<file path="config.mk">
export PLATFORM = sky130hd
export DESIGN_NAME = dsp_flow_ctrl
export DESIGN_NICKNAME = d
export VERILOG_FILES = /design/src/rtl/dsp_flow_pkg.sv /design/src/rtl/dsp_ret_stack.sv /design/src/rtl/dsp_flow_ctrl.sv
export SDC_FILE = /design/constraint.sdc
export NUM_CORES = 1
export LEC_CHECK = 0
export CORE_MARGIN = 10
export CORE_UTILIZATION = 54
export CTS_CLUSTER_DIAMETER = 50
export DETAILED_ROUTE_END_ITERATION = 8
export GPL_ROUTABILITY_DRIVEN = 0
export PLACE_DENSITY_LB_ADDON = 0.12
export SLEW_MARGIN = 20
export SYNTH_ARGS = -nofsm -noshare
export SYNTH_HDL_FRONTEND = slang
export SYNTH_SLANG_ARGS = --single-unit
</file>
<file path="constraint.sdc">
create_clock -name clk -period 3.6 [get_ports clk]
set_input_delay 0.72 -clock clk [delete_from_list [all_inputs] [get_ports clk]]
set_output_delay 0.72 -clock clk [all_outputs]
set_load 0.05 [all_outputs]
</file>
<file path="src/rtl/dsp_flow_pkg.sv">
// Shared definitions for the flow controller: flow-mode encodings, loop state and a clog2 helper.
// The zero-overhead hardware loop is compiled in with the DSP_FLOW_HWLOOP_EN macro.
package dsp_flow_pkg;

    localparam int FLOW_MODE_W = 4;

    typedef enum logic [FLOW_MODE_W-1:0] {
        FM_NONE = 4'd0,
        FM_JMP  = 4'd1,
        FM_BEZ  = 4'd2,
        FM_BNEZ = 4'd3,
        FM_BLTZ = 4'd4,
        FM_BGEZ = 4'd5,
        FM_CALL = 4'd6,
        FM_RET  = 4'd7,
        FM_LOOP = 4'd8
    } flow_mode_e;

    typedef enum logic {
        LOOP_IDLE   = 1'b0,
        LOOP_ACTIVE = 1'b1
    } loop_state_e;

    function automatic int clog2(input int value);
        int r;
        r = 0;
        while ((1 << r) < value) begin
            r = r + 1;
        end
        return r;
    endfunction

endpackage

</file>
<file path="src/rtl/dsp_ret_stack.sv">
// LIFO return-address stack. Only the occupancy counter is reset; entry storage is not.
module dsp_ret_stack
    import dsp_flow_pkg::*;
#(
    parameter int ADDR_W      = 16,
    parameter int STACK_DEPTH = 8
) (
    input  logic                        clk,
    input  logic                        rst,
    input  logic                        push_i,
    input  logic                        pop_i,
    input  logic [ADDR_W-1:0]           data_i,
    output logic                        full_o,
    output logic                        empty_o,
    output logic [ADDR_W-1:0]           top_o,
    output logic [clog2(STACK_DEPTH):0] count_o
);

    localparam int PTR_W = clog2(STACK_DEPTH);
    localparam logic [PTR_W:0]   DEPTH_C = (PTR_W+1)'(STACK_DEPTH);
    localparam logic [PTR_W:0]   CNT_ONE = (PTR_W+1)'(1);
    localparam logic [PTR_W-1:0] PTR_ONE = PTR_W'(1);

    logic [ADDR_W-1:0] mem_q [STACK_DEPTH];
    logic [PTR_W:0]    cnt_q;
    logic [PTR_W:0]    cnt_d;
    logic [PTR_W-1:0]  wr_ptr;
    logic [PTR_W-1:0]  rd_ptr;
    logic              push_ok;
    logic              pop_ok;

    assign full_o  = (cnt_q == DEPTH_C);
    assign empty_o = (cnt_q == '0);
    assign push_ok = push_i & ~full_o;
    assign pop_ok  = pop_i & ~empty_o & ~push_i;

    // When full the low pointer bits wrap to 0, so rd_ptr still lands on the last entry.
    assign wr_ptr  = cnt_q[PTR_W-1:0];
    assign rd_ptr  = wr_ptr - PTR_ONE;
    assign top_o   = mem_q[rd_ptr];
    assign count_o = cnt_q;

    always_comb begin
        cnt_d = cnt_q;
        if (push_ok) begin
            cnt_d = cnt_q + CNT_ONE;
        end else if (pop_ok) begin
            cnt_d = cnt_q - CNT_ONE;
        end
    end

    always_ff @(posedge clk or negedge rst) begin
        if (!rst) begin
            cnt_q <= '0;
        end else begin
            cnt_q <= cnt_d;
        end
    end

    always_ff @(posedge clk) begin
        if (push_ok) begin
            mem_q[wr_ptr] <= data_i;
        end
    end

endmodule

</file>
<file path="src/rtl/dsp_flow_ctrl.sv">
// Program-flow controller: branches, call/return stack and sticky stack errors, one-cycle jump latency.
// Define DSP_FLOW_HWLOOP_EN to compile in the zero-overhead hardware loop (LOOP acts as NONE otherwise).
module dsp_flow_ctrl
    import dsp_flow_pkg::*;
#(
    parameter int ADDR_W      = 16,
    parameter int DATA_W      = 16,
    parameter int STACK_DEPTH = 8
) (
    input  logic                        clk,
    input  logic                        rst,
    input  logic                        valid_i,
    input  logic                        flush_i,
    input  logic [FLOW_MODE_W-1:0]      flow_mode,
    input  logic [DATA_W-1:0]           alu_result,
    input  logic [ADDR_W-1:0]           target_addr,
    input  logic [ADDR_W-1:0]           pc_cur,
    input  logic [ADDR_W-1:0]           pc_next,
    input  logic                        err_clr,
    output logic                        jump_flag,
    output logic [ADDR_W-1:0]           jump_addr,
    output logic                        stack_ovf,
    output logic                        stack_unf,
    output logic [clog2(STACK_DEPTH):0] stack_cnt
);

    logic              accept;
    logic              br_take;
    logic [ADDR_W-1:0] br_addr;
    logic              push;
    logic              pop;
    logic              st_full;
    logic              st_empty;
    logic [ADDR_W-1:0] st_top;
    logic              loop_take;
    logic [ADDR_W-1:0] loop_addr;
    logic              jump_flag_q, jump_flag_d;
    logic [ADDR_W-1:0] jump_addr_q, jump_addr_d;
    logic              stack_ovf_q, stack_ovf_d;
    logic              stack_unf_q, stack_unf_d;

    assign accept = valid_i & ~flush_i;

    dsp_ret_stack #(
        .ADDR_W      (ADDR_W),
        .STACK_DEPTH (STACK_DEPTH)
    ) u_ret_stack (
        .clk     (clk),
        .rst     (rst),
        .push_i  (push),
        .pop_i   (pop),
        .data_i  (pc_next),
        .full_o  (st_full),
        .empty_o (st_empty),
        .top_o   (st_top),
        .count_o (stack_cnt)
    );

    // Explicit jump of the instruction itself; error events override a same-cycle err_clr.
    always_comb begin
        br_take     = 1'b0;
        br_addr     = target_addr;
        push        = 1'b0;
        pop         = 1'b0;
        stack_ovf_d = stack_ovf_q & ~err_clr;
        stack_unf_d = stack_unf_q & ~err_clr;
        if (accept) begin
            case (flow_mode)
                FM_JMP:  br_take = 1'b1;
                FM_BEZ:  br_take = (alu_result == '0);
                FM_BNEZ: br_take = (alu_result != '0);
                FM_BLTZ: br_take = alu_result[DATA_W-1];
                FM_BGEZ: br_take = ~alu_result[DATA_W-1];
                FM_CALL: begin
                    br_take = 1'b1;
                    if (st_full) begin
                        stack_ovf_d = 1'b1;
                    end else begin
                        push = 1'b1;
                    end
                end
                FM_RET: begin
                    if (st_empty) begin
                        stack_unf_d = 1'b1;
                    end else begin
                        pop     = 1'b1;
                        br_take = 1'b1;
                        br_addr = st_top;
                    end
                end
                default: ;
            endcase
        end
    end

`ifdef DSP_FLOW_HWLOOP_EN
    localparam logic [DATA_W-1:0] CNT_ONE = DATA_W'(1);

    loop_state_e       loop_state_q, loop_state_d;
    logic [DATA_W-1:0] loop_cnt_q, loop_cnt_d;
    logic [ADDR_W-1:0] loop_start_q, loop_start_d;
    logic [ADDR_W-1:0] loop_end_q, loop_end_d;

    assign loop_addr = loop_start_q;

    always_ff @(posedge clk or negedge rst) begin
        if (!rst) begin
            loop_state_q <= LOOP_IDLE;
            loop_cnt_q   <= '0;
            loop_start_q <= '0;
            loop_end_q   <= '0;
        end else begin
            loop_state_q <= loop_state_d;
            loop_cnt_q   <= loop_cnt_d;
            loop_start_q <= loop_start_d;
            loop_end_q   <= loop_end_d;
        end
    end

    // A LOOP instruction always (re)loads; the loop-end jump yields to an explicit taken jump.
    always_comb begin
        loop_state_d = loop_state_q;
        loop_cnt_d   = loop_cnt_q;
        loop_start_d = loop_start_q;
        loop_end_d   = loop_end_q;
        loop_take    = 1'b0;
        if (accept && (flow_mode == FM_LOOP)) begin
            loop_cnt_d   = alu_result;
            loop_start_d = pc_next;
            loop_end_d   = target_addr;
            loop_state_d = (alu_result != '0) ? LOOP_ACTIVE : LOOP_IDLE;
        end else if (accept && (loop_state_q == LOOP_ACTIVE) &&
                     (pc_cur == loop_end_q) && !br_take) begin
            if (loop_cnt_q > CNT_ONE) begin
                loop_take  = 1'b1;
                loop_cnt_d = loop_cnt_q - CNT_ONE;
            end else begin
                loop_state_d = LOOP_IDLE;
            end
        end
    end
`else
    logic unused_pc_cur;

    assign loop_take     = 1'b0;
    assign loop_addr     = '0;
    assign unused_pc_cur = ^pc_cur;
`endif

    always_comb begin
        jump_flag_d = br_take | loop_take;
        jump_addr_d = jump_addr_q;
        if (br_take) begin
            jump_addr_d = br_addr;
        end else if (loop_take) begin
            jump_addr_d = loop_addr;
        end
    end

    always_ff @(posedge clk or negedge rst) begin
        if (!rst) begin
            jump_flag_q <= 1'b0;
            jump_addr_q <= '0;
            stack_ovf_q <= 1'b0;
            stack_unf_q <= 1'b0;
        end else begin
            jump_flag_q <= jump_flag_d;
            jump_addr_q <= jump_addr_d;
            stack_ovf_q <= stack_ovf_d;
            stack_unf_q <= stack_unf_d;
        end
    end

    assign jump_flag = jump_flag_q;
    assign jump_addr = jump_addr_q;
    assign stack_ovf = stack_ovf_q;
    assign stack_unf = stack_unf_q;

endmodule
</file>
# After elaboration in Yosys (flattened, before gate mapping)
# Memory sizes are Yosys's and may differ from the RTL's.
# Cells that the tools add are included.
classes:
  n_eq_ne: 8
  mux: 21
  reduce_logical: 5
  n_bitwise: 12
  n_addsub: 3
op_table:
  columns: ["cell", "n"]
  rows:
  - ["$mux 16", 3]
  - ["$eq 4x3->1 const B", 4]
  - ["$logic_not 16->1", 1]
  - ["$reduce_bool 16->1", 1]
  - ["$mux 1", 15]
  - ["$eq 4x2->1 const B", 2]
  - ["$mux 4", 2]
  - ["$and 1x1->1", 6]
  - ["$not 1->1", 6]
  - ["$pmux 1 s6", 1]
  - ["$add 4x1->4 const B", 1]
  - ["$eq 4x1->1 const B", 1]
  - ["$eq 4x4->1 const B", 1]
  - ["$logic_not 4->1", 1]
  - ["$sub 4x1->4 const B", 1]
  - ["$sub 3x1->3 const B", 1]
  - ["$reduce_bool 2->1", 1]
  - ["$reduce_or 2->1", 1]
totals:
  n_memories: 1
  regBits: 23
  word_cells: 55
  output_inout_bits: 23
  mem_bits_rw: 128
memory_table:
  columns: ["memory", "words", "word_bits", "rd", "rd_ports_with_merged_regs", "wr", "line", "rtl"]
  rows:
  - ["u_ret_stack.mem_q", 8, 16, 1, 0, 1, "dsp_ret_stack.sv:24", "logic [ADDR_W-1:0] mem_q [STACK_DEPTH];"]

# Depth between registers and ports, before layout
depth:
  depth_word: 8
  mapped_depth: 13
  depth_no_buf: 11

# Hierarchy
# Synthesis repeated with hierarchy kept, for this count alone.
hier_totals:
  hier_cells: 312
  hier_area_um2: 6374.9
by_module_without_submodules:
  columns: ["module", "area_each_um2", "cells_per_inst", "n_inst"]
  rows:
  - ["dsp_ret_stack", 5268.8, 229, 1]
  - ["dsp_flow_ctrl", 1106.1, 83, 1]

# Least setup slack after synthesis
# OpenSTA, ideal clock, no wires.
synth_path:
  kind: "register -> register"
  start: "register u_ret_stack.cnt_q[0] (netlist: u_ret_stack.count_o[0])"
  end: "memory u_ret_stack.mem_q[0][0] (enable)"
  path_slack_ps: 312
  required_ps: 3191
  path_stages_with_launch: 8
  arrival_time_ps: 2879
  cell_sequence: "dfrtp_1 > buf_4 > buf_4 > inv_1 > ha_1 > nand2_1 > nand2_1 > nor3_1"
synth_via:
  elab_chain_cells: 7
  elab_cells_between_ends: 8
  cone_classes: "eq/ne: 1; mux: 5; bitwise: 2"
synth_lines:
  columns: ["element", "line", "rtl"]
  rows:
  - ["from (decl)", "dsp_ret_stack.sv:25", "logic [PTR_W:0] cnt_q;"]
  - ["from (signal assigned)", "dsp_ret_stack.sv:56", "cnt_q <= cnt_d;"]
  - ["$eq 4x4->1", "dsp_ret_stack.sv:32", "assign full_o = (cnt_q == DEPTH_C);"]
  - ["$mux 1", "dsp_flow_ctrl.sv:76", "if (st_full) begin"]
  - ["$mux 1", "dsp_flow_ctrl.sv:68", "case (flow_mode)"]
  - ["$mux 1", "dsp_flow_ctrl.sv:67", "if (accept) begin"]
  - ["$and 1x1->1", "dsp_ret_stack.sv:34", "assign push_ok = push_i & ~full_o;"]
  - ["$mux 1", "dsp_ret_stack.sv:61", "if (push_ok) begin"]
  - ["$mux 1 (not written as such)", "dsp_ret_stack.sv:62", "mem_q[wr_ptr] <= data_i;"]
  - ["to (decl)", "dsp_ret_stack.sv:24", null]
# Parallel ways exist; a longest one is shown, timed or not.

# Final worst setup path
layout_path:
  start: "register u_ret_stack.cnt_q[0] (netlist: u_ret_stack.count_o[0])"
  end: "output port stack_cnt[0]"
layout_lines:
  columns: ["element", "line", "rtl"]
  rows:
  - ["to (decl)", "dsp_flow_ctrl.sv:24", "output logic [clog2(STACK_DEPTH):0] stack_cnt"]
# No word-level cell between the ends.

==> out/qor.yml <==
synth:
  synth_edf_count: 128
  postSynthAreaPerCell_um2: 19.0
  synth_top_flop_cell: "edfxtp_1"
  yosysMostFrequentCell: "edfxtp_1"
  synth_area_um2: 6160
  yosysSeqAreaShare_pct: 71.7
  yosysWarningCount: 0
  synth_top_cells_by_area: "edfxtp_1, mux4_2, dfrtp_1"
  synth_common_cells: "edfxtp_1, mux4_2, dfrtp_1, mux2_2, mux2i_1"
  synth_top_area_share_pct: 62.4
  synth_top_area_cell: "edfxtp_1"
  synth_cells: 325
  ys_ff_latch: 151
  synth_nets: 402
  yosysUniqueCellTypes: 43
  async_flop_share_pct: 15.2
floorplanning:
  fp.coreArea_um2: 11000
  die_y_um: 127
  initial_utilization_pct: 56.1
  io_pins: 96
  die-area_um2: 16100
  die_w_um: 127
  rows: 38
setup_path:
  cp.arrival_ps: 2290
  critical_path.slowest_cell: "clkdlybuf4s50_1"
  path_buf_inv: 2
  criticalPathCategory: "flop to primary output"
  critPathMaxFanout: 39
  max_stage_delay_ps: 940
  cp_num_cells: 2
  path_delay_family: "buffers and inverters"
  crit_path_cell_trace: "buf_4 -> clkdlybuf4s50_1"
  r2r-start: "u_ret_stack.count_o[1]"
  setup.worst_path.start_class: "flop"
  crit_path_end_kind: "primary output"
  cp.required_ps: 2880
  r2r-end: "jump_addr[7]"
  setup.worst_path.end: "stack_cnt[0]"
  reg2regPathDepth: 7
  crit_start: "u_ret_stack.count_o[0]"
  r2r_slack_ps: 900
timing:
  min_period_ps: 3010
  setup_viol: 0
  grt_setup_unrepaired: "no"
  relSlewSlack_pct: 44.5
  slew_violations: 0
  fin_skew_ps: 6.66
  period_share_pct: 83.6
  finalSetupTns_ps: 0
  worst-slew-pin-transition_ps: 829
  hold_ws_ps: 494
  finalHoldViolations: 0
  max_freq_mhz: 332
clocking:
  clockBufferDepth: 2
  clock_latency_ps: 420
  cts-hold-fix-buffers: 0
  h-tree-depth: 4
  postCtsSetupRepairBufs: 0
  cts.clk_slew.worst_paths_ps: 60
  cts_resized: 0
  cts-root-buf: "clkbuf_16"
  cts_sinks: 151
  cts_tree: "yes"
  cts_buffers: 17
global_route:
  grt_overflow_total: 0
  first_global_vias: 3599
  grt.total_usage_pct: 17.3
  grt_max_degree: 40
  grt_pass1_wl_um: 20800
  antenna_found_initial: 0
final_layout:
  drive_above_1_share_pct: 22.5
  final-seq-area_um2: 4420
  multi_input_area_um2: 1630
  area_growth_pct: 27.0
  fin_nets: 505
  postLayoutCellArea_um2: 7820
  n_fill_cell: 712
  stdcell_count: 580
  antennaDiodeCount: 0
  final_util_pct: 71.2
power_and_ir_drop:
  p_leak_nw: 2.72
  powerDensity_nw_per_um2: 783
  ir_worst_vdd_uv: 519
drt:
  drt-initial-drc-count: 267
  vias_per_cell: 5.93
  first_pass_iters: 4
  drc: 0
  num_vias: 3438
  wl_per_cell_um: 23.0
  antenna_left: 0
  finalWirelength_um: 13300
place:
  dpl_cell_area_um2: 7190
  io_buffers: 79
  hpwlAfterDp_um: 8550
  dp_cells: 549
run_status:
  status: "completed"
job:
  drv_cap: 0
min_path:
  hold_class: "flop to flop"
## worst min path at each step
stage             startpoint            end  slack, ps  depth (start not counted)
6_report        jump_addr[2]   jump_addr[2]        490                          1
4_1_cts         jump_addr[2]   jump_addr[2]        500                          1
3_5_place_dp    jump_addr[2]   jump_addr[2]        480                          1
2_1_floorplan            rst   jump_addr[0]        420                          0
5_1_grt        jump_addr[11]  jump_addr[11]        520                          1
3_3_place_gp    jump_addr[2]   jump_addr[2]        470                          1
## sequential cells by signal, indices dropped and copies added, names as in the netlist
signal and cells:
jump_flag 1, u_ret_stack.mem_q 128, stack_ovf 1, stack_unf 1, u_ret_stack.count_o 4, jump_addr 16
## per-layer routing
| metal | part of all wire, % | global-route usage [%] | vias to the layer above |
|---|---|---|---|
| li1 | - | - | 1535 |
| met1 | 44 | 22.8 | 1746 |
| met2 | 47 | 26.4 | 138 |
| met3 | 7.8 | 5.50 | 19 |
| met4 | 1.5 | 6.23 | 0 |
| met5 | 0 | 0 | - |
## cells in the final DEF, fill, tap and decap left out, types with 3 or more instances in the layout
cell             count
a2bb2oi_1           13
a41o_1               3
buf_4               18
bufinv_16            5
clkbuf_16           17
clkdlybuf4s50_1     79
clkinv_2             3
clkinvlp_4           3
dfrtp_1             22
edfxtp_1           128
ha_1                 3
inv_1                5
mux2_1               3
mux2_2              15
mux2i_1             14
mux4_2              26
nand2_1             10
nand3_1              5
nor2_1              13
nor2b_1              5
nor4_1               4
o22ai_1             13
## area by class of cell
class                      instances  area share [%]
clock buffer                      18            5.49
timing repair buffer              98            12.1
multi-input combinational        155            20.8
sequential                       151            56.5
tap                              140            2.24
inverter                           5           0.240
clock inverter                    13            2.62
## cell families after synthesis
kind of cell / Yosys count / synth area share (%)
AOI/OAI and AO/OA: 40 / 5.04
xor gates and xnor gates: 4 / 0.874
adders and majority gates: 4 / 0.934
buffers and inverters: 19 / 2.03
DFF: 151 / 71.7
muxes: 58 / 15.1
and+or+nand+nor: 49 / 4.31
## per-stage QoR
stage / setup slack (ps) / total power [mW]
finish: 589 / 6.12
global route: 446 / 6.40
CTS: 536 / 6.19
detailed placement: 431 / 4.30
global placement: 503 / 4.28
floorplan: 312 / 3.70
## power breakdown
part           leakage (nW)  internal, mW  total, mW  switching (mW)
Sequential             1.43          1.99       2.07          0.0820
Clock                 0.302          1.22       1.87           0.649
Combinational         0.994         0.936       2.18            1.24
Total                  2.72          4.15       6.12            1.97
No activity file was read; power rests on OpenSTA's default activity.
